<file path="config.mk">
export PLATFORM = sky130hd
export DESIGN_NAME = rv_csr_req_flat
export DESIGN_NICKNAME = d
export VERILOG_FILES = /design/src/rtl/rv_csr_req_if.sv /design/src/rtl/rv_csr_req.sv /design/src/flat_wrapper.sv
export SDC_FILE = /design/constraint.sdc
export NUM_CORES = 1
export LEC_CHECK = 0
export ABC_AREA = 0
export CAP_MARGIN = 40
export CORE_MARGIN = 10
export CORE_UTILIZATION = 44
export CTS_CLUSTER_SIZE = 16
export DETAILED_ROUTE_END_ITERATION = 8
export PLACE_DENSITY = 0.82
export SLEW_MARGIN = 20
export SYNTH_ARGS = -nofsm -noshare
export SYNTH_HDL_FRONTEND = slang
export SYNTH_SLANG_ARGS = --single-unit
</file>
<file path="constraint.sdc">
create_clock -name i_clk -period 4.9 [get_ports i_clk]
set_input_delay 0.49 -clock i_clk [delete_from_list [all_inputs] [get_ports i_clk]]
set_output_delay 0.49 -clock i_clk [all_outputs]
set_load 0.1 [all_outputs]
</file>
<file path="src/rtl/rv_csr_req_if.sv">
// CSR request bus between the decode stage, the CSR file and the writeback port.
// slave : used by rv_csr_req (takes requests, drives CSR strobes and writeback).
// master: used by the requester / environment side.
// Signals: request (i_valid/o_ready, funct3, CSR index, rs1 index/data, rd),
//          CSR file port (o_csr_*, i_csr_data/i_csr_read),
//          writeback (o_wb_valid/rd/data, i_wb_ready), status (o_illegal, o_timeout, o_busy).
interface rv_csr_req_if;
    localparam int unsigned XLEN  = 32;
    localparam int unsigned IDX_W = 12;
    localparam int unsigned REG_W = 5;

    logic             i_valid;
    logic             o_ready;
    logic [2:0]       i_funct3;
    logic [IDX_W-1:0] i_csr_idx;
    logic [REG_W-1:0] i_rs1_idx;
    logic [XLEN-1:0]  i_rs1_data;
    logic [REG_W-1:0] i_rd_idx;

    logic [IDX_W-1:0] o_csr_idx;
    logic [REG_W-1:0] o_csr_imm;
    logic             o_csr_imm_sel;
    logic             o_csr_write;
    logic             o_csr_set;
    logic             o_csr_clear;
    logic             o_csr_read;
    logic [XLEN-1:0]  o_csr_wdata;
    logic [XLEN-1:0]  i_csr_data;
    logic             i_csr_read;

    logic             o_wb_valid;
    logic [REG_W-1:0] o_wb_rd;
    logic [XLEN-1:0]  o_wb_data;
    logic             i_wb_ready;

    logic             o_illegal;
    logic             o_timeout;
    logic             o_busy;

    modport slave (
        input  i_valid, i_funct3, i_csr_idx, i_rs1_idx, i_rs1_data, i_rd_idx,
        input  i_csr_data, i_csr_read, i_wb_ready,
        output o_ready, o_csr_idx, o_csr_imm, o_csr_imm_sel,
        output o_csr_write, o_csr_set, o_csr_clear, o_csr_read, o_csr_wdata,
        output o_wb_valid, o_wb_rd, o_wb_data, o_illegal, o_timeout, o_busy
    );

    modport master (
        output i_valid, i_funct3, i_csr_idx, i_rs1_idx, i_rs1_data, i_rd_idx,
        output i_csr_data, i_csr_read, i_wb_ready,
        input  o_ready, o_csr_idx, o_csr_imm, o_csr_imm_sel,
        input  o_csr_write, o_csr_set, o_csr_clear, o_csr_read, o_csr_wdata,
        input  o_wb_valid, o_wb_rd, o_wb_data, o_illegal, o_timeout, o_busy
    );
endinterface

</file>
<file path="src/rtl/rv_csr_req.sv">
// CSR instruction sequencer: accepts one CSRRx request, checks legality, issues a
// single-cycle operation to the CSR file, waits (bounded) for the old CSR value
// and writes it back to rd.
// Ports: i_clk, i_reset (async, active-high), bus (rv_csr_req_if.slave).
// Parameter RSP_TIMEOUT: cycles after issue allowed for i_csr_read (2..15).
module rv_csr_req #(
    parameter int unsigned RSP_TIMEOUT = 4
) (
    input  logic         i_clk,
    input  logic         i_reset,
    rv_csr_req_if.slave  bus
);
    localparam int unsigned XLEN  = 32;
    localparam int unsigned IDX_W = 12;
    localparam int unsigned REG_W = 5;
    localparam int unsigned CNT_W = 4;
    // Counter value in the last WAIT cycle before the response is declared lost
    localparam logic [CNT_W-1:0] CNT_LAST = CNT_W'(RSP_TIMEOUT - 1);

    localparam logic [1:0] OP_RW = 2'b01;
    localparam logic [1:0] OP_RS = 2'b10;
    localparam logic [1:0] OP_RC = 2'b11;

    typedef enum logic [1:0] {IDLE, ISSUE, WAIT, WB} state_t;

    state_t           state_q, state_d;
    logic [IDX_W-1:0] csr_idx_q, csr_idx_d;
    logic [REG_W-1:0] imm_q, imm_d;
    logic [REG_W-1:0] rd_q, rd_d;
    logic             imm_sel_q, imm_sel_d;
    logic [1:0]       op_q, op_d;
    logic             write_q, write_d;
    logic             read_q, read_d;
    logic [XLEN-1:0]  wdata_q, wdata_d;
    logic [XLEN-1:0]  wb_data_q, wb_data_d;
    logic [CNT_W-1:0] cnt_q, cnt_d;
    logic             illegal_q, illegal_d;
    logic             timeout_q, timeout_d;

    // Request decode
    logic [1:0] op_in;
    logic       is_rw_in, write_in, read_in, bad_in;

    assign op_in    = bus.i_funct3[1:0];
    assign is_rw_in = (op_in == OP_RW);
    assign write_in = is_rw_in || (bus.i_rs1_idx != '0);
    assign read_in  = (bus.i_rd_idx != '0) || !is_rw_in;
    // funct3 x00 is not a CSR op; writing a read-only CSR (idx[11:10]==11) traps
    assign bad_in   = (op_in == 2'b00) || (write_in && (bus.i_csr_idx[11:10] == 2'b11));

    // State and datapath registers
    always_ff @(posedge i_clk or posedge i_reset) begin
        if (i_reset) begin
            state_q   <= IDLE;
            csr_idx_q <= '0;
            imm_q     <= '0;
            rd_q      <= '0;
            imm_sel_q <= 1'b0;
            op_q      <= '0;
            write_q   <= 1'b0;
            read_q    <= 1'b0;
            wdata_q   <= '0;
            wb_data_q <= '0;
            cnt_q     <= '0;
            illegal_q <= 1'b0;
            timeout_q <= 1'b0;
        end else begin
            state_q   <= state_d;
            csr_idx_q <= csr_idx_d;
            imm_q     <= imm_d;
            rd_q      <= rd_d;
            imm_sel_q <= imm_sel_d;
            op_q      <= op_d;
            write_q   <= write_d;
            read_q    <= read_d;
            wdata_q   <= wdata_d;
            wb_data_q <= wb_data_d;
            cnt_q     <= cnt_d;
            illegal_q <= illegal_d;
            timeout_q <= timeout_d;
        end
    end

    // Next-state and datapath update
    always_comb begin
        state_d   = state_q;
        csr_idx_d = csr_idx_q;
        imm_d     = imm_q;
        rd_d      = rd_q;
        imm_sel_d = imm_sel_q;
        op_d      = op_q;
        write_d   = write_q;
        read_d    = read_q;
        wdata_d   = wdata_q;
        wb_data_d = wb_data_q;
        cnt_d     = cnt_q;
        illegal_d = 1'b0;
        timeout_d = 1'b0;

        unique case (state_q)
            IDLE: begin
                if (bus.i_valid) begin
                    csr_idx_d = bus.i_csr_idx;
                    imm_d     = bus.i_rs1_idx;
                    rd_d      = bus.i_rd_idx;
                    imm_sel_d = bus.i_funct3[2];
                    op_d      = op_in;
                    write_d   = write_in;
                    read_d    = read_in;
                    wdata_d   = bus.i_rs1_data;
                    cnt_d     = '0;
                    if (bad_in) begin
                        illegal_d = 1'b1;
                    end else begin
                        state_d = ISSUE;
                    end
                end
            end
            ISSUE: begin
                state_d = WAIT;
                cnt_d   = cnt_q + CNT_W'(1);
            end
            WAIT: begin
                // Write-only ops expect no data: one WAIT cycle, response ignored
                if (!read_q) begin
                    state_d = IDLE;
                end else if (bus.i_csr_read) begin
                    wb_data_d = bus.i_csr_data;
                    state_d   = (rd_q != '0) ? WB : IDLE;
                end else if (cnt_q == CNT_LAST) begin
                    timeout_d = 1'b1;
                    state_d   = IDLE;
                end else begin
                    cnt_d = cnt_q + CNT_W'(1);
                end
            end
            WB: begin
                if (bus.i_wb_ready) begin
                    state_d = IDLE;
                end
            end
            default: state_d = IDLE;
        endcase
    end

    // Outputs decoded from registered state only
    logic issue;
    assign issue = (state_q == ISSUE);

    assign bus.o_ready       = (state_q == IDLE);
    assign bus.o_busy        = (state_q != IDLE);
    assign bus.o_csr_idx     = csr_idx_q;
    assign bus.o_csr_imm     = imm_q;
    assign bus.o_csr_imm_sel = imm_sel_q;
    assign bus.o_csr_wdata   = wdata_q;
    assign bus.o_csr_write   = issue && write_q && (op_q == OP_RW);
    assign bus.o_csr_set     = issue && write_q && (op_q == OP_RS);
    assign bus.o_csr_clear   = issue && write_q && (op_q == OP_RC);
    assign bus.o_csr_read    = issue && read_q;
    assign bus.o_wb_valid    = (state_q == WB);
    assign bus.o_wb_rd       = rd_q;
    assign bus.o_wb_data     = wb_data_q;
    assign bus.o_illegal     = illegal_q;
    assign bus.o_timeout     = timeout_q;
endmodule

</file>
<file path="src/flat_wrapper.sv">
// flat-port wrapper written by rule: the top's interface ports become plain ports
module rv_csr_req_flat 
#(
    parameter int unsigned RSP_TIMEOUT = 4
)
  (i_clk, i_reset, bus_i_valid, bus_i_funct3, bus_i_csr_idx, bus_i_rs1_idx, bus_i_rs1_data, bus_i_rd_idx, bus_i_csr_data, bus_i_csr_read, bus_i_wb_ready, bus_o_ready, bus_o_csr_idx, bus_o_csr_imm, bus_o_csr_imm_sel, bus_o_csr_write, bus_o_csr_set, bus_o_csr_clear, bus_o_csr_read, bus_o_csr_wdata, bus_o_wb_valid, bus_o_wb_rd, bus_o_wb_data, bus_o_illegal, bus_o_timeout, bus_o_busy);
  rv_csr_req_if bus_i ();
  input  logic i_clk;
  input  logic i_reset;
  input wire logic [$bits(bus_i.i_valid)-1:0] bus_i_valid;
  input wire logic [$bits(bus_i.i_funct3)-1:0] bus_i_funct3;
  input wire logic [$bits(bus_i.i_csr_idx)-1:0] bus_i_csr_idx;
  input wire logic [$bits(bus_i.i_rs1_idx)-1:0] bus_i_rs1_idx;
  input wire logic [$bits(bus_i.i_rs1_data)-1:0] bus_i_rs1_data;
  input wire logic [$bits(bus_i.i_rd_idx)-1:0] bus_i_rd_idx;
  input wire logic [$bits(bus_i.i_csr_data)-1:0] bus_i_csr_data;
  input wire logic [$bits(bus_i.i_csr_read)-1:0] bus_i_csr_read;
  input wire logic [$bits(bus_i.i_wb_ready)-1:0] bus_i_wb_ready;
  output wire logic [$bits(bus_i.o_ready)-1:0] bus_o_ready;
  output wire logic [$bits(bus_i.o_csr_idx)-1:0] bus_o_csr_idx;
  output wire logic [$bits(bus_i.o_csr_imm)-1:0] bus_o_csr_imm;
  output wire logic [$bits(bus_i.o_csr_imm_sel)-1:0] bus_o_csr_imm_sel;
  output wire logic [$bits(bus_i.o_csr_write)-1:0] bus_o_csr_write;
  output wire logic [$bits(bus_i.o_csr_set)-1:0] bus_o_csr_set;
  output wire logic [$bits(bus_i.o_csr_clear)-1:0] bus_o_csr_clear;
  output wire logic [$bits(bus_i.o_csr_read)-1:0] bus_o_csr_read;
  output wire logic [$bits(bus_i.o_csr_wdata)-1:0] bus_o_csr_wdata;
  output wire logic [$bits(bus_i.o_wb_valid)-1:0] bus_o_wb_valid;
  output wire logic [$bits(bus_i.o_wb_rd)-1:0] bus_o_wb_rd;
  output wire logic [$bits(bus_i.o_wb_data)-1:0] bus_o_wb_data;
  output wire logic [$bits(bus_i.o_illegal)-1:0] bus_o_illegal;
  output wire logic [$bits(bus_i.o_timeout)-1:0] bus_o_timeout;
  output wire logic [$bits(bus_i.o_busy)-1:0] bus_o_busy;
  assign bus_i.i_valid = bus_i_valid;
  assign bus_i.i_funct3 = bus_i_funct3;
  assign bus_i.i_csr_idx = bus_i_csr_idx;
  assign bus_i.i_rs1_idx = bus_i_rs1_idx;
  assign bus_i.i_rs1_data = bus_i_rs1_data;
  assign bus_i.i_rd_idx = bus_i_rd_idx;
  assign bus_i.i_csr_data = bus_i_csr_data;
  assign bus_i.i_csr_read = bus_i_csr_read;
  assign bus_i.i_wb_ready = bus_i_wb_ready;
  assign bus_o_ready = bus_i.o_ready;
  assign bus_o_csr_idx = bus_i.o_csr_idx;
  assign bus_o_csr_imm = bus_i.o_csr_imm;
  assign bus_o_csr_imm_sel = bus_i.o_csr_imm_sel;
  assign bus_o_csr_write = bus_i.o_csr_write;
  assign bus_o_csr_set = bus_i.o_csr_set;
  assign bus_o_csr_clear = bus_i.o_csr_clear;
  assign bus_o_csr_read = bus_i.o_csr_read;
  assign bus_o_csr_wdata = bus_i.o_csr_wdata;
  assign bus_o_wb_valid = bus_i.o_wb_valid;
  assign bus_o_wb_rd = bus_i.o_wb_rd;
  assign bus_o_wb_data = bus_i.o_wb_data;
  assign bus_o_illegal = bus_i.o_illegal;
  assign bus_o_timeout = bus_i.o_timeout;
  assign bus_o_busy = bus_i.o_busy;
  rv_csr_req #(.RSP_TIMEOUT(RSP_TIMEOUT)) u_core (.i_clk(i_clk), .i_reset(i_reset), .bus(bus_i));
endmodule
</file>
==> reports/results.md <==
• **run status** finished clean
• **final count of hold timing violations** 0
• **summed negative setup slack over all endpoints** 0 ns
• **post-cts hold buffer count** 0
• **Slew HR** 55.9%
• **final number of setup-violating endpoints** 0
• **class of the tightest hold or removal check** flop to flop
• **data required time of the critical path** 4.41 ns
• **Final #Nets** 650
• **final core area utilization** 93.9%
• **critical path peak fanout** 4
• **Overflow after GRT** 0
• **number of optimization iterations in the first detailed-route pass** 4
• **buffer cell driving the clock tree root** sky130_fd_sc_hd__clkbuf_8
• **number of buffers on the longest clock path** 2
• **endpoint class of the critical path** primary output
• **Synth warnings** 0
• **crit path time final** 2.77 ns
• **total of fill cells in the finished design** 237
• **Max Clock Freq** 361 MHz
• **clock sinks** 99
• **Setup Crit Path Kind** flop to primary output
• **most frequent cells in the layout** sky130_fd_sc_hd__clkdlybuf4s50_1 (189), sky130_fd_sc_hd__dfrtp_1 (99), sky130_fd_sc_hd__mux2_2 (89)
• **endpoint arrival time on the critical path** 2.28 ns
• **routed via count divided by cell count** 5.19
• **Area Growth Syn to Fin** 108%
• **max-slew violations** 0
• **floorplan row count** 34
• **total wire length** 17700 um
• **area of the core** 0.00868 sq mm
• **post-detailed-route DRC marker count** 0
• **critical path launch point type** flop
• **CTS H-tree depth** 3
• **final weighted congestion of routability-driven global placement** 0.750
• **register clock-pin slew on the reported worst setup and hold paths** 0.10 ns
• **post-synthesis area per instance** 15.1 sq um
• **worst skew pair latency** 0.38 ns
• **post-DR wirelength/cell** 26.5 um
• **Vert. Die Dim** 114 um
• **unique cell type count in the Yosys netlist** 29
• **number of buffers added by the clock tree synthesis step** 9
• **violation count after the first detailed-routing iteration** 133
• **number of global-route vias before repair** 4218
• **setup repair after global routing missed its margin** no
• **Resized cells post-CTS** 0
• **Setup Skew** 0.0171 ns
• **DPL Wire Length** 12700 um
• **Post-CTS Setup Bufs** 0
• **proportion of synthesized chip area in sequential cells** 63.3%
• **ratio of cells with drive above 1 in the final layout** 38.1%
• **DR vias** 3451
• **initial antenna violation count** 1
• **global-route wire length before repair** 26800 um
• **initial cell density of the core** 45.1%
• **post-synthesis cell area** 0.00392 sq mm
• **width of the die** 114 um
• **pin count of the biggest net entering global routing** 53
• **net count of the mapped netlist** 359
• **port bufs** 189
• **slew at the pin closest to its max-slew limit** 0.661 ns
• **Maximum Capacitance Violations** 0
• **count of boundary I/O pins** 190
• **GRT Total Usage** 27.5%
• **residual antenna-violating net count after detailed routing** 0
• **most frequent standard cell in the layout excluding fill and tap cells** sky130_fd_sc_hd__clkdlybuf4s50_1
• **number of standard cells after synthesis** 260
• **CTS tree** yes
• **share of the cycle needed by the critical path after routing** 56.5%
• **overall die area** 0.0131 sq mm
• **number of synthesized register bits** 99
==> synthesized netlist by cell type <==
cell                        count  area share, %
sky130_fd_sc_hd__dfrtp_1       99             63
sky130_fd_sc_hd__mux2_2        89             26
sky130_fd_sc_hd__nand2_1       10           0.96
sky130_fd_sc_hd__clkbuf_1       9           0.86
sky130_fd_sc_hd__nor2_1         8           0.77
sky130_fd_sc_hd__inv_1          6           0.58
sky130_fd_sc_hd__o21ai_0        6           0.77
sky130_fd_sc_hd__ha_1           5            1.6
sky130_fd_sc_hd__nand3_1        3           0.38
sky130_fd_sc_hd__nor2b_1        3           0.48
sky130_fd_sc_hd__nor3_1         3           0.38
sky130_fd_sc_hd__and2_1         2           0.32
sky130_fd_sc_hd__a211o_1        1           0.22
sky130_fd_sc_hd__a211oi_2       1           0.32
sky130_fd_sc_hd__a21oi_1        1           0.13
sky130_fd_sc_hd__a21oi_2        1           0.22
sky130_fd_sc_hd__a2bb2oi_2      1           0.38
sky130_fd_sc_hd__a311o_1        1           0.26
sky130_fd_sc_hd__and2b_1        1           0.19
sky130_fd_sc_hd__and3_1         1           0.16
sky130_fd_sc_hd__nand2b_1       1           0.16
sky130_fd_sc_hd__nor3_4         1           0.42
sky130_fd_sc_hd__o21ai_1        1           0.13
sky130_fd_sc_hd__o22ai_2        1           0.32
sky130_fd_sc_hd__o31ai_1        1           0.19
sky130_fd_sc_hd__o32a_1         1           0.26
sky130_fd_sc_hd__or2_1          1           0.16
sky130_fd_sc_hd__or3b_1         1           0.22
sky130_fd_sc_hd__or4_4          1           0.29
==> metrics by stage <==
| step | hold WS (ns) | area, sq um | instances | worst slack (ns) |
|---|---|---|---|---|
| after floorplan | 0.440 | 3920 | 260 | 1.68 |
| after global placement | 0.458 | 5940 | 551 | 2.36 |
| after detailed placement | 0.493 | 7960 | 648 | 2.58 |
| after CTS | 0.516 | 8150 | 664 | 2.16 |
| after global routing | 0.531 | 8150 | 665 | 2.06 |
| final | 0.514 | 8150 | 665 | 2.13 |
==> state kept, by name, summed over array words and instances, names as in the netlist <==
signal                    flops
u_core.read_q                 1
u_core.bus.o_wb_rd            5
u_core.bus.o_wb_data         32
u_core.bus.o_illegal          1
u_core.bus.o_timeout          1
u_core.write_q                1
u_core.bus.o_csr_imm          5
u_core.bus.o_csr_idx         12
u_core.state_q                2
u_core.bus.o_csr_imm_sel      1
u_core.bus.o_csr_wdata       32
u_core.op_q                   2
u_core.cnt_q                  4
==> worst paths after layout <==
| kind | cells past startpoint | slack [ns] | startpoint | end |
|---|---|---|---|---|
| max | 6 | 2.13 | u_core.state_q[1] | bus_o_csr_write |
| min | 1 | 0.51 | u_core.bus.o_wb_data[28] | u_core.bus.o_wb_data[28] |
| max reg2reg | 5 | 2.62 | u_core.state_q[0] | u_core.bus.o_csr_wdata[30] |
| min reg2reg | 1 | 0.51 | u_core.bus.o_wb_data[28] | u_core.bus.o_wb_data[28] |
| max in group asynchronous | 3 | 3.24 | i_reset | u_core.bus.o_wb_data[21] |
| min in group asynchronous | 2 | 0.56 | i_reset | u_core.bus.o_wb_data[27] |
==> area by class of cell <==
class,count,area (sq um),area share [%]
diodes,1,2.50,0.0307
clock buffers,10,128,1.57
clock inverters,6,65.1,0.798
inverters,6,25.0,0.307
multi-input cells,146,1380,17.0
flip-flops and latches,99,2480,30.4
well taps,108,135,1.66
repair buffers,289,3930,48.3
==> routing by layer <==
layer  GRT usage (%)  vias up  part of all wire (%)
met5               0        -                     0
met4            14.9        0                   5.3
met3            9.91       56                   7.1
met2            52.7      191                    57
met1            24.1     1710                    31
li1                -     1494                     -
==> worst max-delay path, cell delays in order (launching register included) <==
cell                              delay (ns)
sky130_fd_sc_hd__dfrtp_1                0.44
sky130_fd_sc_hd__inv_1                  0.13
sky130_fd_sc_hd__ha_1                   0.23
sky130_fd_sc_hd__nand2_1                0.07
sky130_fd_sc_hd__nor3_1                 0.22
sky130_fd_sc_hd__clkdlybuf4s50_1        0.60
sky130_fd_sc_hd__buf_8                  0.21
==> kinds of logic after synthesis <==
family / count (synthesis) / share of synthesized area (%)
and+or+nand+nor: 36 / 4.89
adders and majority gates: 5 / 1.60
buffers and inverters: 15 / 1.44
AOI/OAI and AO/OA: 16 / 3.20
DFF: 99 / 63.3
muxes: 89 / 25.6
Power is not shown: default switching activity piles up to over one toggle a cycle in this logic, so the estimate is an artifact.
